`src/rtl/cdc_pkg.sv`:
```
// rtl/cdc_pkg.sv - shared types and width helper for the CDC handshake arbiter
// Purpose : handshake FSM state encoding and index-width helper.
// Ports   : none (package).
package cdc_pkg;

  typedef enum logic [1:0] {
    IDLE  = 2'd0,
    REQ   = 2'd1,
    REL   = 2'd2,
    ABORT = 2'd3
  } cdc_hs_state_e;

  // Bits needed to hold values 0..n-1, never less than one bit.
  function automatic int cdc_idx_w(input int n);
    return (n > 1) ? $clog2(n) : 1;
  endfunction

endpackage

```
`src/rtl/cdc_two_flop_synchronizer.sv`:
```
// rtl/cdc_two_flop_synchronizer.sv - two-flop synchroniser for asynchronous inputs
// Purpose : bring an asynchronous level into the clk_i domain (2-edge latency).
// Ports   : clk_i  - destination clock
//           rst_ni - asynchronous active-low reset
//           d_i    - asynchronous input
//           q_o    - synchronised output
module cdc_two_flop_synchronizer #(
  parameter int WIDTH = 1
) (
  input  logic             clk_i,
  input  logic             rst_ni,
  input  logic [WIDTH-1:0] d_i,
  output logic [WIDTH-1:0] q_o
);

  logic [WIDTH-1:0] r_meta;
  logic [WIDTH-1:0] r_sync;

  always_ff @(posedge clk_i or negedge rst_ni) begin
    if (!rst_ni) begin
      r_meta <= '0;
      r_sync <= '0;
    end else begin
      r_meta <= d_i;
      r_sync <= r_meta;
    end
  end

  assign q_o = r_sync;

endmodule

```
`src/rtl/cdc_handshake_tx_arbiter.sv`:
```
// rtl/cdc_handshake_tx_arbiter.sv - round-robin arbiter driving one 4-phase req/ack CDC channel
// Purpose : share a single 4-phase crossing between N_REQ source-domain requesters.
// Ports   : clk_i   - source clock
//           rst_ni  - asynchronous active-low reset
//           req_i   - per-requester level request, held until done_o/err_o
//           data_i  - flattened payloads, requester k at [k*WIDTH +: WIDTH]
//           done_o  - one-hot completion pulse for the owner
//           err_o   - one-hot timeout-abort pulse for the owner
//           busy_o  - FSM not idle
//           xreq_o  - registered request to the destination domain
//           xdata_o - registered payload, stable for the whole handshake
//           xack_i  - asynchronous acknowledge from the destination domain
module cdc_handshake_tx_arbiter
  import cdc_pkg::*;
#(
  parameter int N_REQ          = 4,
  parameter int WIDTH          = 8,
  parameter int TIMEOUT_CYCLES = 1024
) (
  input  logic                   clk_i,
  input  logic                   rst_ni,
  input  logic [N_REQ-1:0]       req_i,
  input  logic [N_REQ*WIDTH-1:0] data_i,
  output logic [N_REQ-1:0]       done_o,
  output logic [N_REQ-1:0]       err_o,
  output logic                   busy_o,
  output logic                   xreq_o,
  output logic [WIDTH-1:0]       xdata_o,
  input  logic                   xack_i
);

  localparam int IW = cdc_idx_w(N_REQ);
  localparam int CW = cdc_idx_w(TIMEOUT_CYCLES + 1);

  cdc_hs_state_e    r_state, w_state_nxt;
  logic [IW-1:0]    r_owner, w_owner_nxt;
  logic [IW-1:0]    r_ptr, w_ptr_nxt;
  logic [CW-1:0]    r_cnt, w_cnt_nxt;
  logic             r_xreq, w_xreq_nxt;
  logic [WIDTH-1:0] r_xdata, w_xdata_nxt;
  logic [N_REQ-1:0] r_done, w_done_nxt;
  logic [N_REQ-1:0] r_err, w_err_nxt;
  logic             w_ack_s;
  logic [N_REQ-1:0] w_req_masked;
  logic [IW-1:0]    w_pick;
  logic             w_timeout;

  cdc_two_flop_synchronizer #(.WIDTH(1)) u_ack_sync (
    .clk_i  (clk_i),
    .rst_ni (rst_ni),
    .d_i    (xack_i),
    .q_o    (w_ack_s)
  );

  // Rotate so the pointer sits at bit 0, take the lowest set bit, rotate back.
  function automatic logic [IW-1:0] rr_pick(input logic [N_REQ-1:0] req,
                                            input logic [IW-1:0]    ptr);
    logic [2*N_REQ-1:0] dbl;
    logic [N_REQ-1:0]   rot;
    logic [IW-1:0]      off;
    logic [IW:0]        sum;
    dbl = {req, req} >> ptr;
    rot = dbl[N_REQ-1:0];
    off = '0;
    for (int i = N_REQ - 1; i >= 0; i--) begin
      if (rot[i]) off = IW'(i);
    end
    sum = {1'b0, ptr} + {1'b0, off};
    if (sum >= (IW+1)'(N_REQ)) sum = sum - (IW+1)'(N_REQ);
    return sum[IW-1:0];
  endfunction

  function automatic logic [IW-1:0] next_idx(input logic [IW-1:0] idx);
    return (idx == IW'(N_REQ - 1)) ? '0 : idx + 1'b1;
  endfunction

  // A requester that is being told done/err this cycle may still hold req_i;
  // it must not be regranted off that stale level.
  assign w_req_masked = req_i & ~(r_done | r_err);
  assign w_pick       = rr_pick(w_req_masked, r_ptr);
  // Phase counter starts at 0 on entry, so TIMEOUT_CYCLES-1 marks the last allowed cycle.
  assign w_timeout    = (TIMEOUT_CYCLES > 0) && (r_cnt == CW'(TIMEOUT_CYCLES - 1));

  always_comb begin
    w_state_nxt = r_state;
    w_owner_nxt = r_owner;
    w_ptr_nxt   = r_ptr;
    w_cnt_nxt   = r_cnt;
    w_xreq_nxt  = r_xreq;
    w_xdata_nxt = r_xdata;
    w_done_nxt  = '0;
    w_err_nxt   = '0;
    case (r_state)
      IDLE: begin
        w_cnt_nxt = '0;
        if (|w_req_masked) begin
          w_owner_nxt = w_pick;
          w_xdata_nxt = data_i[int'(w_pick)*WIDTH +: WIDTH];
          w_xreq_nxt  = 1'b1;
          w_state_nxt = REQ;
        end
      end
      REQ: begin
        if (w_ack_s) begin
          w_xreq_nxt  = 1'b0;
          w_cnt_nxt   = '0;
          w_state_nxt = REL;
        end else if (w_timeout) begin
          w_xreq_nxt         = 1'b0;
          w_err_nxt[r_owner] = 1'b1;
          w_ptr_nxt          = next_idx(r_owner);
          w_cnt_nxt          = '0;
          w_state_nxt        = ABORT;
        end else begin
          w_cnt_nxt = r_cnt + 1'b1;
        end
      end
      REL: begin
        if (!w_ack_s) begin
          w_done_nxt[r_owner] = 1'b1;
          w_ptr_nxt           = next_idx(r_owner);
          w_cnt_nxt           = '0;
          w_state_nxt         = IDLE;
        end else if (w_timeout) begin
          w_err_nxt[r_owner] = 1'b1;
          w_ptr_nxt          = next_idx(r_owner);
          w_cnt_nxt          = '0;
          w_state_nxt        = ABORT;
        end else begin
          w_cnt_nxt = r_cnt + 1'b1;
        end
      end
      ABORT: begin
        // The destination may still be holding ack; never start a new
        // handshake until it has been seen low.
        w_cnt_nxt = '0;
        if (!w_ack_s) w_state_nxt = IDLE;
      end
      default: w_state_nxt = IDLE;
    endcase
  end

  always_ff @(posedge clk_i or negedge rst_ni) begin
    if (!rst_ni) begin
      r_state <= IDLE;
      r_owner <= '0;
      r_ptr   <= '0;
      r_cnt   <= '0;
      r_xreq  <= 1'b0;
      r_xdata <= '0;
      r_done  <= '0;
      r_err   <= '0;
    end else begin
      r_state <= w_state_nxt;
      r_owner <= w_owner_nxt;
      r_ptr   <= w_ptr_nxt;
      r_cnt   <= w_cnt_nxt;
      r_xreq  <= w_xreq_nxt;
      r_xdata <= w_xdata_nxt;
      r_done  <= w_done_nxt;
      r_err   <= w_err_nxt;
    end
  end

  assign done_o  = r_done;
  assign err_o   = r_err;
  assign busy_o  = (r_state != IDLE);
  assign xreq_o  = r_xreq;
  assign xdata_o = r_xdata;

endmodule

```
`config.mk`:
```
export PLATFORM = sky130hd
export DESIGN_NAME = cdc_handshake_tx_arbiter
export DESIGN_NICKNAME = d
export VERILOG_FILES = /design/src/rtl/cdc_pkg.sv /design/src/rtl/cdc_two_flop_synchronizer.sv /design/src/rtl/cdc_handshake_tx_arbiter.sv
export SDC_FILE = /design/constraint.sdc
export NUM_CORES = 1
export LEC_CHECK = 0
export CAP_MARGIN = 30
export CELL_PAD_IN_SITES_DETAIL_PLACEMENT = 1
export CELL_PAD_IN_SITES_GLOBAL_PLACEMENT = 2
export CORE_ASPECT_RATIO = 0.7
export CORE_MARGIN = 2
export CORE_UTILIZATION = 29
export DETAILED_ROUTE_END_ITERATION = 7
export PLACE_DENSITY_LB_ADDON = 0.3
export SYNTH_ARGS = -nofsm -noshare
export SYNTH_HDL_FRONTEND = slang
export SYNTH_SLANG_ARGS = --single-unit
```
`constraint.sdc`:
```
create_clock -name clk_i -period 2.7 [get_ports clk_i]
set_input_delay 0.54 -clock clk_i [delete_from_list [all_inputs] [get_ports clk_i]]
set_output_delay 0.54 -clock clk_i [all_outputs]
set_load 0.05 [all_outputs]
```
# --- Word level (Yosys, flattened, before mapping) ---
# Index checks and enable logic that the tools add are counted.
classes:
  add_sub_neg: 4
  magnitude_cmp: 3
  n_eq_ne: 9
  shifts: 2
  mux: 32
  bitwise_logic: 3
  reduce_logical: 11
op_table:
  columns: ["op", "count"]
  rows:
  - ["$mux 11", 3]
  - ["$pmux 11 s3", 1]
  - ["$shiftx 32x6->8", 1]
  - ["$mux 2", 14]
  - ["$mux 4", 5]
  - ["$add 11x1->11 const B", 1]
  - ["$eq 11x10->1 const B", 1]
  - ["$pmux 2 s4", 1]
  - ["$pmux 4 s2", 1]
  - ["$shr 8x2->4", 1]
  - ["$eq 2x2->1 const B", 3]
  - ["$ne 2x2->1 const B", 3]
  - ["$reduce_and 2->1", 3]
  - ["$reduce_bool 2->1", 3]
  - ["$and 4x4->4", 1]
  - ["$mux 1", 4]
  - ["$not 4->4", 1]
  - ["$or 4x4->4", 1]
  - ["$pmux 2 s2", 1]
  - ["$reduce_or 4->1", 1]
  - ["$add 2x2->3", 1]
  - ["$ge 3x3->1 const B", 1]
  - ["$lt 2x3->1 const B", 1]
  - ["$ne 3x2->1 const B", 1]
  - ["10 further kinds", 10]
totals:
  ff_bits: 36
  input_bits: 39
  output_inout_bits: 18
  wordCells: 74

# --- Logic depth before layout (Yosys ltp) ---
depth:
  depth_word: 12
  ltp_mapped: 10
  ltp_nobuf: 10

# --- By module ---
# A second synthesis with hierarchy kept.
hier_totals:
  cells_unflattened: 216
  hier_area_um2: 2107.0
by_module_without_submodules:
  columns: ["module", "instances", "cells_per_inst", "area_each_um2", "seq_area_each_um2"]
  rows:
  - ["cdc_handshake_tx_arbiter", 1, 214, 2057.0, 850.8]
  - ["cdc_two_flop_synchronizer", 1, 2, 50.0, 50.0]

# --- Worst setup path before layout ---
# No wires, ideal clock.
synth_path:
  path_kind: "flip-flop to flip-flop"
  start: "register r_err[3] (netlist: err_o[3])"
  end: "register r_xdata[6] (netlist: xdata_o[6])"
  setup_time_ps: 135
  arrival_time_ps: 2455
  t_required_ps: 2565
  setup_slack_ps: 110
  stages_incl_launch_ff: 9
  n_path_buf: 1
  synth_period_minus_slack_ps: 2590
  path_cell_list: "dfrtp_1 -> or3b_1 -> a311oi_1 -> o21ai_0 -> ha_1 -> clkbuf_1 -> nor2b_1 -> a2111oi_0 -> o31ai_1"
synth_via:
  elab_chain_cells: 12
  word_cells_on_any_way: 15
  cone_classes: "add/sub: 2; order compare: 1; shift: 2; mux: 5; bitwise: 3; reduce/logical: 2"
synth_lines:
  columns: ["item", "line_no", "text"]
  rows:
  - ["start, declared", "cdc_handshake_tx_arbiter.sv:42", "logic [N_REQ-1:0] r_err, w_err_nxt;"]
  - ["start signal, assigned", "cdc_handshake_tx_arbiter.sv:161", "r_err <= w_err_nxt;"]
  - ["$or 4x4->4 (*)", "cdc_handshake_tx_arbiter.sv:79", "assign w_req_masked = req_i & ~(r_done | r_err);"]
  - ["$not 4->4 (*)", "cdc_handshake_tx_arbiter.sv:79", null]
  - ["$and 4x4->4 (*)", "cdc_handshake_tx_arbiter.sv:79", null]
  - ["$shr 8x2->4 (*)", "cdc_handshake_tx_arbiter.sv:62", "dbl = {req, req} >> ptr;"]
  - ["$mux 2 (3 in series)", "cdc_handshake_tx_arbiter.sv:66", "if (rot[i]) off = IW'(i);"]
  - ["$mux 2 (*)", "cdc_handshake_tx_arbiter.sv:66", null]
  - ["$add 2x2->3 (*)", "cdc_handshake_tx_arbiter.sv:68", "sum = {1'b0, ptr} + {1'b0, off};"]
  - ["$ge 3x3->1 or $sub 2x1->2 (tied branches)", "cdc_handshake_tx_arbiter.sv:69", "if (sum >= (IW+1)'(N_REQ)) sum = sum - (IW+1)'(N_REQ);"]
  - ["$mux 2 (*)", "cdc_handshake_tx_arbiter.sv:69", null]
  - ["via w_pick[0]", "cdc_handshake_tx_arbiter.sv:45", "logic [IW-1:0] w_pick;"]
  - ["$shiftx 32x6->8 (*)", "cdc_handshake_tx_arbiter.sv:98", "w_xdata_nxt = data_i[int'(w_pick)*WIDTH +: WIDTH];"]
  - ["end signal, assigned", "cdc_handshake_tx_arbiter.sv:159", "r_xdata <= w_xdata_nxt;"]
  - ["end, declared", "cdc_handshake_tx_arbiter.sv:40", "logic [WIDTH-1:0] r_xdata, w_xdata_nxt;"]
# Mark *: on every way through the listed nets, which the timed path passes. The rest lies on a longest branch.
# A chain may end at the register's enable or synchronous reset.

# --- Worst setup path after layout ---
layout_path:
  start: "register r_err[3] (netlist: err_o[3])"
  end: "register r_xdata[5] (netlist: xdata_o[5])"
layout_via:
  elab_chain_cells: 12
  word_cells_on_any_way: 15
  cone_classes: "add/sub: 2; order compare: 1; shift: 2; mux: 5; bitwise: 3; reduce/logical: 2"
layout_lines:
  columns: ["item", "line_no"]
  rows:
  - ["$or 4x4->4 (*)", "cdc_handshake_tx_arbiter.sv:79"]
  - ["$not 4->4 (*)", "cdc_handshake_tx_arbiter.sv:79"]
  - ["$and 4x4->4 (*)", "cdc_handshake_tx_arbiter.sv:79"]
  - ["$shr 8x2->4", "cdc_handshake_tx_arbiter.sv:62"]
  - ["$mux 2 (4 in series)", "cdc_handshake_tx_arbiter.sv:66"]
  - ["$add 2x2->3", "cdc_handshake_tx_arbiter.sv:68"]
  - ["$ge 3x3->1 or $sub 2x1->2 (tied branches)", "cdc_handshake_tx_arbiter.sv:69"]
  - ["$mux 2", "cdc_handshake_tx_arbiter.sv:69"]
  - ["$shiftx 32x6->8", "cdc_handshake_tx_arbiter.sv:98"]
# Mark *: on every way between the ends. The rest lies on a longest branch, timed or not.

==> flow_metrics.tcl <==
set metrics [dict create \
    coreArea_sq_um 7190 \
    cts-hold-fix-buffers 0 \
    cp-end-kind "register" \
    final.setup.worst_slack_ns 0.0313 \
    powerDensity_nw_per_um2 1140 \
    nNetsFinal 348 \
    yosysMostFrequentCell "dfrtp_1" \
    hold_path.class "input port to async pin" \
    synth.avg_cell_area_sq_um 9.97 \
    clock_latency_ns 0.29 \
    maxSlewViolCount 0 \
    design_area_sq_um 3480 \
    final.setup.tns_ns 0 \
    grt_max_degree 37 \
    overflow 0 \
    dp_hpwl_mm 4.67 \
    drtPass1Iterations 4 \
    drt-initial-drc-count 51 \
    setup_violations 0 \
    yosys-top-cells-count "dfrtp_1 (36), nand2_1 (19), nor2_1 (18), nor2b_1 (17), ha_1 (11)" \
    wl_mm 6.76 \
    synth-seq-area-share_pct 42.4 \
    synth_edf_count 0 \
    synth_warnings 0 \
    grt_pass1_wl_mm 10.3 \
    p_leak_nw 1.44 \
    syn_inst 213 \
    start_util_pct 29.6 \
    tightestPinTransition_ns 0.825 \
    num_vias 1964 \
    synth_top_cell_by_area "dfrtp_1" \
    p_total_mw 3.97 \
    crit_fanout 8 \
    critPathArrivalTime_ns 2.85 \
    r2r_cells 14 \
    post-route-min-period_ns 2.67 \
    ant_nets 0 \
    slew_headroom_pct 45.0 \
    cts_buffers 5 \
    dp_cells 385 \
    worst-setup-path-type "register to register" \
    synth_seq_cells 36 \
    clock_skew_ns 0.00890 \
    clock-sinks 36 \
    grt_usage_pct 16.7 \
    rows 26 \
    root_buffer "clkbuf_8" \
    status "complete, no violations" \
    async_flop_share_pct 100 \
    cp.required_ns 2.88 \
    antenna_found_initial 0 \
    rsz0062_at_grt "yes" \
    synth_area_sq_um 2120 \
    hold_viol 0 \
    chipHeight_um 75.6 \
    reg2reg_slack_ns 0.03 \
    grt_pass1_vias 2027 \
    final_layout_size_suffix_gt1_share_pct 27.8 \
    antenna_cells 0 \
    crit_chain "buf_4, nor3b_1, buf_4, nor2_1, nor4_4, a21oi_2, o21ai_2, ha_4, xnor2_4, nor3_4, buf_12, buf_4, a2111oi_4, o31ai_2" \
    wl_per_cell_um 17.0 \
    ctsHtreeMaxLevel 2 \
    drv_cap 0 \
    hold_ws_ns 0.340 \
    synthFlopType "dfrtp_1" \
    slowest_stage "dfrtp_1" \
    die_w_um 106 \
    dpl_cell_area_sq_um 2960 \
    globalplace.congestion 0.797 \
    synth_nets 263 \
    cts_tree "yes" \
    die_area_sq_um 8040 \
    vias_per_cell 4.95 \
    clk_pin_slew_ns 0.08 \
    peakVddDrop_v 0.000636 \
    synth_area_leaders "dfrtp_1 (42%), ha_1 (6.5%), nor2b_1 (5.0%)" \
    final_cells 397 \
    dp_slack_ns -0.736 \
    post-route-period-util_pct 98.8 \
    io_pins 57 \
    utilization_pct 48.5 \
    synth_top_cell_area_share_pct 42.4 \
    cp-start-kind "register" \
    clock_path_buffers 2 \
    slowest_delay_ns 0.38 \
    area_growth_pct 64.0 \
    drc 0 \
    port_buffers 56 \
    synth_cell_types 39 \
    cpMostUsedCell "buf_4" \
    fmax_mhz 375 \
]
==> where the power goes <==
group	internal (mW)	switching, mW
sequential	0.674	0.164
combinational	1.24	1.49
clock	0.208	0.198
==> metal layers <==
metal	GRT usage [%]	vias to the layer above	wire, um
li1	-	945	-
met1	23.0	979	3230
met2	26.8	32	3240
met3	3.59	8	198
met4	5.12	0	83
met5	0	-	0
==> what timing repair did <==
action	4_1_cts	5_1_grt
pin swaps	4	11
endpoints found under the setup margin	9	9
gates resized for setup	36	36
setup buffers	4	3
==> final cells by class <==
type                    instances  area (sq um)
clock buffers                   8          90.1
fillers                       779          3700
inverters                       7          26.3
multi-input cells             164          1520
flip-flops and latches         36           903
well taps                      98           123
repair buffers                 84           823
==> registers in the layout, summed over array words and instances, names as in the netlist <==
name               cells
r_cnt                 11
xdata_o                8
done_o                 4
err_o                  4
r_owner                2
r_ptr                  2
r_state                2
u_ack_sync.q_o         1
u_ack_sync.r_meta      1
xreq_o                 1
==> worst max-delay path: cells and delay by family (launching register included) <==
family,cells,cell delay [ns]
compound gates,4,0.60
xor+xnor,1,0.15
flops,1,0.38
buf+inv,4,0.63
fa+ha+maj,1,0.22
simple gates,4,0.56
==> cells by family after synthesis <==
| logic type | synth area share [%] |
|---|---|
| AND/OR/NAND/NOR | 23.9 |
| AO/OA/AOI/OAI | 19.2 |
| flip-flops | 42.4 |
| buffers and inverters | 2.30 |
| adder cells (fa/ha/maj) | 6.48 |
| XOR/XNOR | 4.12 |
| multiplexers | 1.59 |
==> placed cells by master (no fill, tap or decap), drive strengths merged <==
cell type      synthesis  final
o211a                  1      1
nand2b                 1      1
nand3                  5      5
xor2                   6      6
a221oi                 8      8
a311oi                 2      2
buf                    1     29
nand2                 19     19
o21a                   2      2
nor2b                 17     17
or3b                   2      2
o2111ai                4      4
nor2                  18     18
clkdlybuf4s50          0     51
a21o                   2      2
dlymetal6s2s           0      4
a2111oi                8      8
nor3b                  4      4
ha                    11     11
a21oi                 10     10
nor4                   1      1
mux2                   3      3
and3                   3      3
a22oi                  1      1
or3                    1      1
nand4                  1      1
clkbuf                 5      8
inv                    7      7
dfrtp                 36     36
o31ai                  8      8
o21ai                  7      7
and2                   8      8
xnor2                  4      4
nor3                   6      6
and4                   1      1
==> path summary, 6_finish.rpt <==
check	start	to
setup / recovery	err_o[3]	xdata_o[5]
hold reg to reg	u_ack_sync.r_meta	u_ack_sync.q_o
setup reg to reg	err_o[3]	xdata_o[5]
max in group asynchronous	rst_ni	r_ptr[1]
min in group clk_i	u_ack_sync.r_meta	u_ack_sync.q_o
hold / removal	rst_ni	r_cnt[9]
No activity file was read; power rests on OpenSTA's default activity.
==> patch: new RTL, config.mk and constraints unchanged <==
`TIMEOUT_CYCLES`: 1024 -> 512.
--- a/src/rtl/cdc_handshake_tx_arbiter.sv
+++ b/src/rtl/cdc_handshake_tx_arbiter.sv
@@ -16,5 +16,5 @@
   parameter int N_REQ          = 4,
   parameter int WIDTH          = 8,
-  parameter int TIMEOUT_CYCLES = 1024
+  parameter int TIMEOUT_CYCLES = 512
 ) (
   input  logic                   clk_i,
Function: same outputs for any inputs over 10 cycles, from zero or initial values and one cycle with rst_ni low; that may be too few to reach the edited logic, so the function may still have changed.
==> patch against the unedited design <==
- worst setup slack better by 0.038 ns
- critical path depth shrank 4
- first-iteration DRC count decreased by 51%
- routed wire length shrank 11%
- cell area fell by 6.9%
- sequential cell count is 1 lower
- power is 14% lower
- area after synthesis is 1.8% lower
- critical endpoint is now xdata_o[6]
==> patch: results (changes against the unedited design) <==
| Metric | Value |
|---|---|
| Outcome | `finished clean (unchanged)` |
| Routed len/inst | `15.9 um (was 17.0 um)` |
| Vias in the first global route | `1,924 (was 2,027)` |
| HP Class | `in -> async (unchanged)` |
| Max reg flops | `10 (was 11)` |
| Dpl cells | `364 (was 385)` |
| Worst reg2reg setup slack | `0.09 ns (was 0.03 ns)` |
| Fin cells | `377 (was 397)` |
| Post-CTS sizing | `25 (was 36)` |
| Dpl cell area | `2860 um2 (was 2960 um2)` |
| Number of DRC markers in iteration 0 | `25 (was 51)` |
| Seq/Total Area, Yosys | `0.420 (was 0.424)` |
| Clock Latency Late Sink | `0.28 ns` |
| ANT cells | `0 (unchanged)` |
| CTS clk-pin slew, worst paths | `0.07 ns` |
| Largest net degree at the start of global routing | `36 (was 37)` |
| Hold buffer count at CTS | `0 (unchanged)` |
| PortBufs | `56 (unchanged)` |
| Mapped Avg Cell Area | `10.1 um2 (was 9.97 um2)` |
| Drt pass-1 iters | `4 (unchanged)` |
| Fin Hold WS | `0.346 ns (was 0.340 ns)` |
| Via/cell ratio | `4.95 (about the same)` |
| Syn Nets | `256 (was 263)` |
| Top cells by area, synth | `dfrtp_1 42%, ha_1 6.0%, nor2b_1 5.1% (was dfrtp_1 42%, ha_1 6.5%, nor2b_1 5.0%)` |
| Most frequent cells after synthesis | `35 x dfrtp_1, 17 x nor2b_1, 16 x nand2_1, 16 x nor2_1, 10 x ha_1 (was 36 x dfrtp_1, 19 x nand2_1, 18 x nor2_1, 17 x nor2b_1, 11 x ha_1)` |
| Worst setup path start | `req_i[3] (was err_o[3])` |
| Lkg Pwr | `1.30 nW (was 1.44 nW)` |
| YS warnings | `0 (unchanged)` |
| Largest Register | `r_cnt (unchanged)` |
| Gr usage total | `0.157 (was 0.167)` |
| # nets final | `332 (was 348)` |
| Ys async rst share | `1.00 (unchanged)` |
| CTS Buffer Depth | `2 (unchanged)` |
| Initial antenna violation count | `0 (unchanged)` |
| Net switching power | `0.00158 W (was 0.00185 W)` |
| Worst Clk Skew | `0.00445 ns (was 0.00890 ns)` |
| Final instance area | `3240 um2 (was 3480 um2)` |
| Count leader, synth | `dfrtp_1 (unchanged)` |
| Setup Fix Bufs, Post-CTS | `5 (was 4)` |
| GPL Wtd Cong | `0.796 (was 0.797)` |
| R2R cell count | `9 (was 14)` |
| Post-synthesis cell type count | `43 (was 39)` |
| Maximum vdd drop | `0.461 mV (was 0.636 mV)` |
| Filler cells | `735 (was 779)` |
| Dpl ws | `-0.521 ns (was -0.736 ns)` |
| First-pass GRT wire length | `9.57 mm (was 10.3 mm)` |
| H-Tree Depth | `2 (unchanged)` |
| Share of layout cells above drive strength 1 | `0.230 (was 0.278)` |
| Worst-path fanout max | `5 (was 8)` |
| Worst r2r src | `err_o[3] (unchanged)` |
| Num CTS Buffers | `5 (unchanged)` |
| Reg2Reg Capture Point | `xdata_o[6] (was xdata_o[5])` |
| Slew margin rel. | `0.464 (was 0.450)` |
| DP HPWL | `4.21 mm (was 4.67 mm)` |
| Root buf cell | `clkbuf_8 (unchanged)` |
==> patch: worst max-delay path by stage <==
stage | to | slack [ns]
5_1_grt | xdata_o[6] | -0.04
3_3_place_gp | xdata_o[6] | -0.46
4_1_cts | xdata_o[7] | 0.02
3_5_place_dp | xdata_o[6] | -0.52
6_report | xdata_o[6] | 0.07
2_1_floorplan | xdata_o[5] | 0.09
==> patch: power groups by stage <==
| stage | sequential [W] | clock [W] | combinational (W) |
|---|---|---|---|
| floorplan | 0.000984 | 0 | 0.000941 |
| global placement | 0.000780 | 0 | 0.00174 |
| detailed placement | 0.000786 | 0 | 0.00177 |
| CTS | 0.000785 | 0.000398 | 0.00208 |
| global route | 0.000829 | 0.000425 | 0.00241 |
| finish | 0.000806 | 0.000385 | 0.00222 |
==> patch: layer usage <==
metal | wire (um) | GRT usage | vias to the layer above
met2 | 2780 | 0.253 | 41
met4 | 69 | 0.0430 | 0
met3 | 229 | 0.0312 | 7
met5 | 0 | 0 | -
met1 | 2930 | 0.219 | 903
li1 | - | - | 915
==> patch: cell type report <==
class,instances,area share
well taps,94,0.0363
clock buffers,6,0.0255
multi-input cells,158,0.427
flip-flops and latches,35,0.270
clock inverters,1,0.00154
repair buffers,75,0.230
inverters,8,0.00926
==> patch: logic make-up after synthesis <==
family,share of synthesized area
AND/OR/NAND/NOR,0.230
AO/OA/AOI/OAI,0.202
flip-flops,0.420
buffers and inverters,0.0294
XOR/XNOR,0.0420
adder cells (fa/ha/maj),0.0600
multiplexers,0.0162
==> patch: worst max-delay path, cell delays in order <==
cell,delay (ns)
dlygate4sd2_1,0.20
or3b_4,0.42
a311oi_2,0.30
o21ai_2,0.12
ha_4,0.20
xor2_4,0.16
buf_4,0.16
a21oi_4,0.29
a2111oi_2,0.10
o31ai_1,0.30
